$ cat src/rtl/alu_operand_sequencer.sv
// -----------------------------------------------------------------------------
// alu_operand_sequencer
//
// Front-end controller for the 6-bit signed ALU test block. The user sets the
// switches and presses enter three times (operand A, operand B, opcode). The
// block then holds the ALU inputs steady for SETTLE_CYCLES clocks so the purely
// combinational ALU can settle. It registers the ALU result, raises valid_o,
// and waits for one more press before it accepts a new operand set.
//
// Parameters
//   SETTLE_CYCLES  EXEC cycles between opcode load and result capture (>=1)
//   SYNC_STAGES    flops in the enter_i synchronizer (>=1)
//
// Optional feature (compile-time macro ALU_SEQ_DIVZERO_EN)
//   Defined   : a divide (Op_o==2'b11) with B_o==0 captures 12'h000 and raises
//               err_o instead of copying the ALU output.
//   Undefined : err_o is tied 0 and data_i is always captured as-is.
//
// Ports
//   clk_i     in   1   system clock, rising edge
//   rst_n_i   in   1   asynchronous active-low reset
//   sw_i      in   6   switch value: signed operand, or opcode in sw_i[1:0]
//   enter_i   in   1   debounced enter button (level); each rising edge = press
//   show_i    in   1   request operand echo on the ALU (forwarded to Led_o)
//   A_o       out  6   ALU operand A
//   B_o       out  6   ALU operand B
//   Op_o      out  2   ALU opcode (00 add, 01 sub, 10 mul, 11 {rem,quo})
//   Led_o     out  1   ALU echo select, forced 0 while executing
//   data_i    in   12  ALU result
//   result_o  out  12  captured ALU result
//   valid_o   out  1   result_o belongs to the current operand set
//   err_o     out  1   divide-by-zero flag
//   state_o   out  3   current FSM state (debug LEDs)
// -----------------------------------------------------------------------------
module alu_operand_sequencer #(
    parameter int SETTLE_CYCLES = 1,
    parameter int SYNC_STAGES   = 2
) (
    input  logic        clk_i,
    input  logic        rst_n_i,
    input  logic [5:0]  sw_i,
    input  logic        enter_i,
    input  logic        show_i,
    output logic [5:0]  A_o,
    output logic [5:0]  B_o,
    output logic [1:0]  Op_o,
    output logic        Led_o,
    input  logic [11:0] data_i,
    output logic [11:0] result_o,
    output logic        valid_o,
    output logic        err_o,
    output logic [2:0]  state_o
);

    // State encoding is visible on the debug LEDs, so it is fixed.
    localparam logic [2:0] ST_ENTER_A  = 3'd0;
    localparam logic [2:0] ST_ENTER_B  = 3'd1;
    localparam logic [2:0] ST_ENTER_OP = 3'd2;
    localparam logic [2:0] ST_EXEC     = 3'd3;
    localparam logic [2:0] ST_DONE     = 3'd4;

    localparam logic [1:0] OP_DIV = 2'b11;

    // The counter must hold SETTLE_CYCLES-1. Keep it at least one bit wide
    // so that SETTLE_CYCLES==1 still elaborates.
    localparam int              CNT_W    = (SETTLE_CYCLES > 1) ? $clog2(SETTLE_CYCLES) : 1;
    localparam logic [CNT_W-1:0] CNT_LOAD = CNT_W'(SETTLE_CYCLES - 1);

    // -------------------------------------------------------------------------
    // Enter synchronizer and rising-edge detector
    // -------------------------------------------------------------------------
    logic [SYNC_STAGES-1:0] sync_q;
    logic                   sync_d_q;
    logic                   press;

    // NOTE: clocked state uses non-blocking assignments only. Every flop then
    // samples the pre-edge value of its neighbour, and the chain shifts by one
    // stage per clock instead of collapsing into a single flop.
    always_ff @(posedge clk_i or negedge rst_n_i) begin
        if (!rst_n_i) begin
            sync_q   <= '0;
            sync_d_q <= 1'b0;
        end else begin
            sync_q[0] <= enter_i;
            for (int i = 1; i < SYNC_STAGES; i++) begin
                sync_q[i] <= sync_q[i-1];
            end
            sync_d_q <= sync_q[SYNC_STAGES-1];
        end
    end

    // One-cycle pulse per rising edge. A held button produces only one press.
    assign press = sync_q[SYNC_STAGES-1] & ~sync_d_q;

    // -------------------------------------------------------------------------
    // Next-state logic
    // -------------------------------------------------------------------------
    logic [2:0]       state_q;
    logic [2:0]       state_d;
    logic [CNT_W-1:0] cnt_q;

    // NOTE: state_d gets a default before the case statement. Every path
    // therefore assigns it, and no latch is inferred for the branches that
    // leave the state unchanged.
    always_comb begin
        state_d = state_q;
        case (state_q)
            ST_ENTER_A:  if (press) state_d = ST_ENTER_B;
            ST_ENTER_B:  if (press) state_d = ST_ENTER_OP;
            ST_ENTER_OP: if (press) state_d = ST_EXEC;
            // Presses are not looked at here, so they are dropped rather than queued.
            ST_EXEC:     if (cnt_q == '0) state_d = ST_DONE;
            ST_DONE:     if (press) state_d = ST_ENTER_A;
            default:     state_d = ST_ENTER_A;   // recover from encodings 5-7
        endcase
    end

    // -------------------------------------------------------------------------
    // State, operand registers and result capture
    // -------------------------------------------------------------------------
    logic [5:0]  a_q;
    logic [5:0]  b_q;
    logic [1:0]  op_q;
    logic        led_q;
    logic [11:0] result_q;
    logic        valid_q;
`ifdef ALU_SEQ_DIVZERO_EN
    logic        err_q;
`endif

    // NOTE: every register here, including the captured result, is cleared by
    // the asynchronous reset. An aborted operation must never leave a partial
    // or stale result visible.
    always_ff @(posedge clk_i or negedge rst_n_i) begin
        if (!rst_n_i) begin
            state_q  <= ST_ENTER_A;
            cnt_q    <= '0;
            a_q      <= '0;
            b_q      <= '0;
            op_q     <= '0;
            led_q    <= 1'b0;
            result_q <= '0;
            valid_q  <= 1'b0;
`ifdef ALU_SEQ_DIVZERO_EN
            err_q    <= 1'b0;
`endif
        end else begin
            state_q <= state_d;

            // Led_o is decoded from the next state, so it is already low during
            // the first EXEC cycle. Otherwise the capture could see the {A,B}
            // echo instead of the arithmetic result.
            led_q <= (state_d == ST_EXEC) ? 1'b0 : show_i;

            case (state_q)
                ST_ENTER_A: begin
                    if (press) a_q <= sw_i;
                end

                ST_ENTER_B: begin
                    if (press) b_q <= sw_i;
                end

                ST_ENTER_OP: begin
                    if (press) begin
                        op_q  <= sw_i[1:0];
                        cnt_q <= CNT_LOAD;
                    end
                end

                ST_EXEC: begin
                    if (cnt_q == '0) begin
                        valid_q <= 1'b1;
`ifdef ALU_SEQ_DIVZERO_EN
                        if (op_q == OP_DIV && b_q == 6'd0) begin
                            result_q <= 12'h000;
                            err_q    <= 1'b1;
                        end else begin
                            result_q <= data_i;
                            err_q    <= 1'b0;
                        end
`else
                        // With B==0 the ALU output is undefined, and it is still
                        // copied unchanged.
                        result_q <= data_i;
`endif
                    end else begin
                        cnt_q <= cnt_q - CNT_W'(1);
                    end
                end

                ST_DONE: begin
                    // The result and operands stay visible until the next
                    // operand set overwrites them. Only the flags are cleared.
                    if (press) begin
                        valid_q <= 1'b0;
`ifdef ALU_SEQ_DIVZERO_EN
                        err_q   <= 1'b0;
`endif
                    end
                end

                default: ;
            endcase
        end
    end

    // -------------------------------------------------------------------------
    // Outputs
    // -------------------------------------------------------------------------
    assign A_o      = a_q;
    assign B_o      = b_q;
    assign Op_o     = op_q;
    assign Led_o    = led_q;
    assign result_o = result_q;
    assign valid_o  = valid_q;
    assign state_o  = state_q;
`ifdef ALU_SEQ_DIVZERO_EN
    assign err_o    = err_q;
`else
    assign err_o    = 1'b0;
`endif

endmodule
$ cat config.mk
export PLATFORM = sky130hd
export DESIGN_NAME = alu_operand_sequencer
export DESIGN_NICKNAME = d
export VERILOG_FILES = /design/src/rtl/alu_operand_sequencer.sv
export SDC_FILE = /design/constraint.sdc
export NUM_CORES = 1
export LEC_CHECK = 0
export CAP_MARGIN = 20
export CORE_MARGIN = 5
export CORE_UTILIZATION = 40
export DETAILED_ROUTE_END_ITERATION = 10
export GPL_ROUTABILITY_DRIVEN = 0
export PLACE_DENSITY = 0.76
export RECOVER_POWER = 25
export SYNTH_ARGS = -nofsm -noshare
export SYNTH_HDL_FRONTEND = slang
export SYNTH_SLANG_ARGS = --single-unit
export TNS_END_PERCENT = 30
$ cat constraint.sdc
create_clock -name clk_i -period 2.1 [get_ports clk_i]
set_input_delay 0.42 -clock clk_i [delete_from_list [all_inputs] [get_ports clk_i]]
set_output_delay 0.42 -clock clk_i [all_outputs]
set_load 0.005 [all_outputs]
### Yosys cells after proc, flatten, opt, wreduce, memory -nomap -nowiden

Cells that the tools add are included.

* output and inout bits: 32
* word-level logic and storage cells: 43
* bits in registers: 35

* add/sub/neg operators: 1
* reduce and logical (&&, ||, !) cells: 9
* equal/unequal tests: 8
* mux-type cells: 12
* bitwise operators: 3

Operators by type and width (count)
* $mux W3: 5
* $pmux W3 S5: 1
* $reduce_and A2 Y1: 5
* $eq A3 B2 Y1 const B: 3
* $ne A2 B2 Y1 const B: 3
* $mux W1: 4
* $pmux W1 S2: 2
* $reduce_bool A2 Y1: 2
* $eq A3 B1 Y1 const B: 1
* $eq A3 B3 Y1 const B: 1
* $logic_not A3 Y1: 1
* $reduce_and A3 Y1: 1
* $not A1 Y1: 2
* $and A1 B1 Y1: 1
* $sub A1 B1 Y1 const B: 1

### Logic depth before layout (Yosys ltp)

* depth after elaboration: 6
* mapped depth: 4
* mapped depth without buffers: 3

### Least setup slack after synthesis

OpenSTA, ideal clock, no wires.

* kind: register to register
* start point: register state_q[1] (netlist: state_o[1])
* end point: register b_q[0] (netlist: B_o[0])
* arrival time: 1313 ps
* data required time: 1975 ps
* buffers on the path: 1
* path slack: 662 ps
* stages on the path, launching flop included: 5
* cells stage by stage: dfrtp_1 -> nand2b_1 -> or3_1 -> buf_6 -> mux2_4

* longest elaborated chain between the ends: 2

Ends and longest elaborated chain
* start: declaration: line 98 `logic [2:0] state_q;`
* start signal: assignment: line 148 `state_q <= state_d;`
* $eq A3 B1 Y1: line 155 `case (state_q)`
* $reduce_and A2 Y1 (no source line)
* end signal: assignment: line 161 `if (press) b_q <= sw_i;`
* end: declaration: line 122 `logic [5:0] b_q;`

Every way passes these cells.
A chain may end at the register's enable or synchronous reset.

### Final worst setup path

* start point: register state_q[0] (netlist: state_o[0])
* end point: output port state_o[0]

RTL lines
* end: declaration: line 52 `output logic [2:0] state_o`

No word-level cell between the ends.

==> results.cfg <==
[power]
p_leak_nw = 0.8588
clockPowerShare_pct = 21.3
pwr-share-seq_pct = 39.0
powerDensity_nw_per_um2 = 1470
internal_power_mw = 2.177
p_sw_uw = 725.1
comb_power_share_pct = 39.6
swShare_pct = 24.99
vdd_ir_drop_max_v = 0.0007415

[sta]
layout_min_cycle_time_ns = 1.766
rsz0062_at_grt = no
finClkSkew_ns = 0.007094
maxSlewViolCount = 0
holdWs_ns = 0.3586
slew-limit-headroom_pct = 44.71
finalCritPeriodShare_pct = 84.12
setup_viol = 0
hold_viol = 0
worst_slack_ns = 0.3336
worstMarginPinSlew_ns = 0.8294
fin_setup_tns_ns = 0
timing.fmax_ghz = 0.5661

[die]
die_w_um = 67.15
pin_count = 54
coreArea_um2 = 3103
initial_core_util_pct = 42.10
die_y_um = 67.15
row_count = 20
dieArea_um2 = 4508

[worst_setup_path]
slowest_delay_ns = 0.55
cp_max_fo = 8
cp.required_ns = 1.68
crit_type = flip-flop to output pin
setup.worst_path.end = state_o[0]
start_kind = flip-flop
rrSetupSlack_ns = 0.50
regToRegEndpoint = B_o[5]$_DFFE_PN0P_
cp-startpoint = state_o[0]$_DFF_PN0_
path_cells = clkdlybuf4s50_1
r2r_start = state_o[1]$_DFF_PN0_
crit_slowest_cell = clkdlybuf4s50_1
r2r_cells = 3
cp.buffers_inverters = 1
crit_family = buffers and inverters
endpoint_kind = output pin
cp_num_cells = 1
arrival_ns = 1.35

[finish]
stdcell_count = 185
drive_gt1_share_pct = 26.24
regArea_um2 = 850.8
syn2layout_area_growth_pct = 51.15
diodes = 0
layout.nets = 162
multi_input_area_um2 = 427.9
fillers = 264

[synth]
synth-simple-area-share_pct = 5.651
synthXorXnorAreaFrac_pct = 0
ys_ff_latch = 34
synthAdderAreaFrac_pct = 0
synthCells = 83
muxShareOfSynthArea_pct = 25.00
avgSynthCellArea_um2 = 15.74
synth_cell_types = 20
synth_top_area_share_pct = 65.13
synth.most_common_cell = dfrtp_1
synth_edf_count = 0
synthFlopType = dfrtp_1
synth_common_cells = 34 x dfrtp_1, 21 x mux2_2, 6 x mux2_4, 4 x nand2_1
synth_warnings = 0
synth_compound_area_share_pct = 1.820
async_flop_share_pct = 100.0
synth_area_leaders = dfrtp_1 65%, mux2_2 18%, mux2_4 6.9%
synth_nets = 105
synth_top_family_by_area = multiplexers
seq_area_frac_synth_pct = 65.13
synth_area_um2 = 1306
yosys.area.top_type = dfrtp_1

[clocking]
clockBufferDepth = 2
postCtsSetupBuffers = 0
cts_tree = done
cts_max_level = 2
hold_buffers = 0
cts-root-buf = clkbuf_4
cts_buffers = 5
clkTransAtPathRegs_ns = 0.10
cts_sinks = 34
insertion_delay_ns = 0.34
cts-resized-gates = 0

[grt]
overflow = 0
antenna_found_initial = 0
busiest_layer = met2
grt_start_max_net_pins = 35
use_met2_pct = 22.33
grt_pass1_wl_mm = 4.830
grt.met3_usage_pct = 8.819
grt_pass1_vias = 989
grt_usage_pct = 14.70
use_met1_pct = 17.04

[routing]
post-route-drc-count = 0
dr.pass1.iters = 4
ant_nets = 0
via_count = 858
avgRoutedWirePerCell_um = 14.97
drt-total-wl_mm = 2.770
routed_via_density = 4.638
dr.first_iter.drc_count = 15

[flow_run]
maxCapViolations = 0

[placement]
dp_hpwl_mm = 2.083
dp_cells = 177
io_buffers = 52
place_ws_ns = 0.5307

[hold_path]
hold_path_class = flip-flop to flip-flop

[status]
status = finished, final reports clean
==> registers in the layout (all words and copies together) (netlist names) <==
register,count
Led_o,1
sync_q,2
Op_o,2
sync_d_q,1
state_o,3
result_o,12
valid_o,1
A_o,6
B_o,6
==> stage by stage <==
stage	area [um^2]	util, %	power, mW
2_1_floorplan	1306	-	1.579
3_3_place_gp	1866	60.12	2.271
3_5_place_dp	1866	60.12	2.319
4_1_cts	1977	63.71	2.953
5_1_grt	1974	63.63	3.118
6_report	1974	63.63	2.902
==> layer usage <==
metal	wire length [um]	vias to the layer above	share of wire, %
met4	39	0	1.4
li1	-	401	-
met1	1146	402	41
met2	1228	49	44
met3	355	6	13
met5	0	-	0
==> final cells by class <==
class | instances | share of cell area [%]
flip-flops and latches | 34 | 43.09
repair buffers | 53 | 26.62
multi-input cells | 45 | 21.67
clock inverters | 2 | 3.042
well taps | 44 | 2.788
clock buffers | 6 | 2.598
inverters | 1 | 0.1901
==> cells by family (layout without fill, tap and decap cells) <==
| kind of cell | after synthesis | after routing |
|---|---|---|
| flops | 34 | 34 |
| mux | 27 | 27 |
| simple gates | 14 | 14 |
| buf+inv | 4 | 62 |
| compound gates | 3 | 3 |
| other cells | 1 | 1 |
==> cell usage in the layout (no fill, tap or decap) <==
master           synthesis  routed
and2_1                   1       1
bufinv_16                0       2
clkbuf_2                 0       1
clkbuf_4                 0       5
clkbuf_8                 0       1
clkdlybuf4s50_1          0      50
conb_1                   1       1
dfrtp_1                 34      34
dlygate4sd3_1            0       2
inv_1                    1       1
mux2_2                  21      21
mux2_4                   6       6
nand2_1                  4       4
nand2b_1                 2       2
nand3_1                  1       1
nand3b_1                 1       1
nor2_1                   2       2
nor2b_1                  1       1
nor3b_1                  1       1
o21ai_0                  1       1
o22a_1                   1       1
o31a_2                   1       1
or3_1                    1       1
==> worst min path at each step <==
| stage | to | slack [ns] | startpoint | cells past startpoint |
|---|---|---|---|---|
| 3_3_place_gp | sync_q[1]$_DFF_PN0_ | 0.33 | sync_q[0]$_DFF_PN0_ | 0 |
| 4_1_cts | sync_q[1]$_DFF_PN0_ | 0.36 | sync_q[0]$_DFF_PN0_ | 0 |
| 3_5_place_dp | sync_q[1]$_DFF_PN0_ | 0.34 | sync_q[0]$_DFF_PN0_ | 0 |
| 5_1_grt | sync_q[1]$_DFF_PN0_ | 0.38 | sync_q[0]$_DFF_PN0_ | 0 |
| 6_report | sync_q[1]$_DFF_PN0_ | 0.36 | sync_q[0]$_DFF_PN0_ | 0 |
| 2_1_floorplan | A_o[0]$_DFFE_PN0P_ | 0.12 | rst_n_i | 0 |
==> power groups by stage <==
| stage | registers, mW | logic [mW] | clock network [mW] |
|---|---|---|---|
| after floorplan | 1.15 | 0.430 | 0 |
| after global placement | 1.13 | 1.14 | 0 |
| after detailed placement | 1.15 | 1.17 | 0 |
| after CTS | 1.14 | 1.18 | 0.639 |
| after global routing | 1.19 | 1.25 | 0.673 |
| final | 1.13 | 1.15 | 0.619 |
Power figures use the tool's default switching activity.
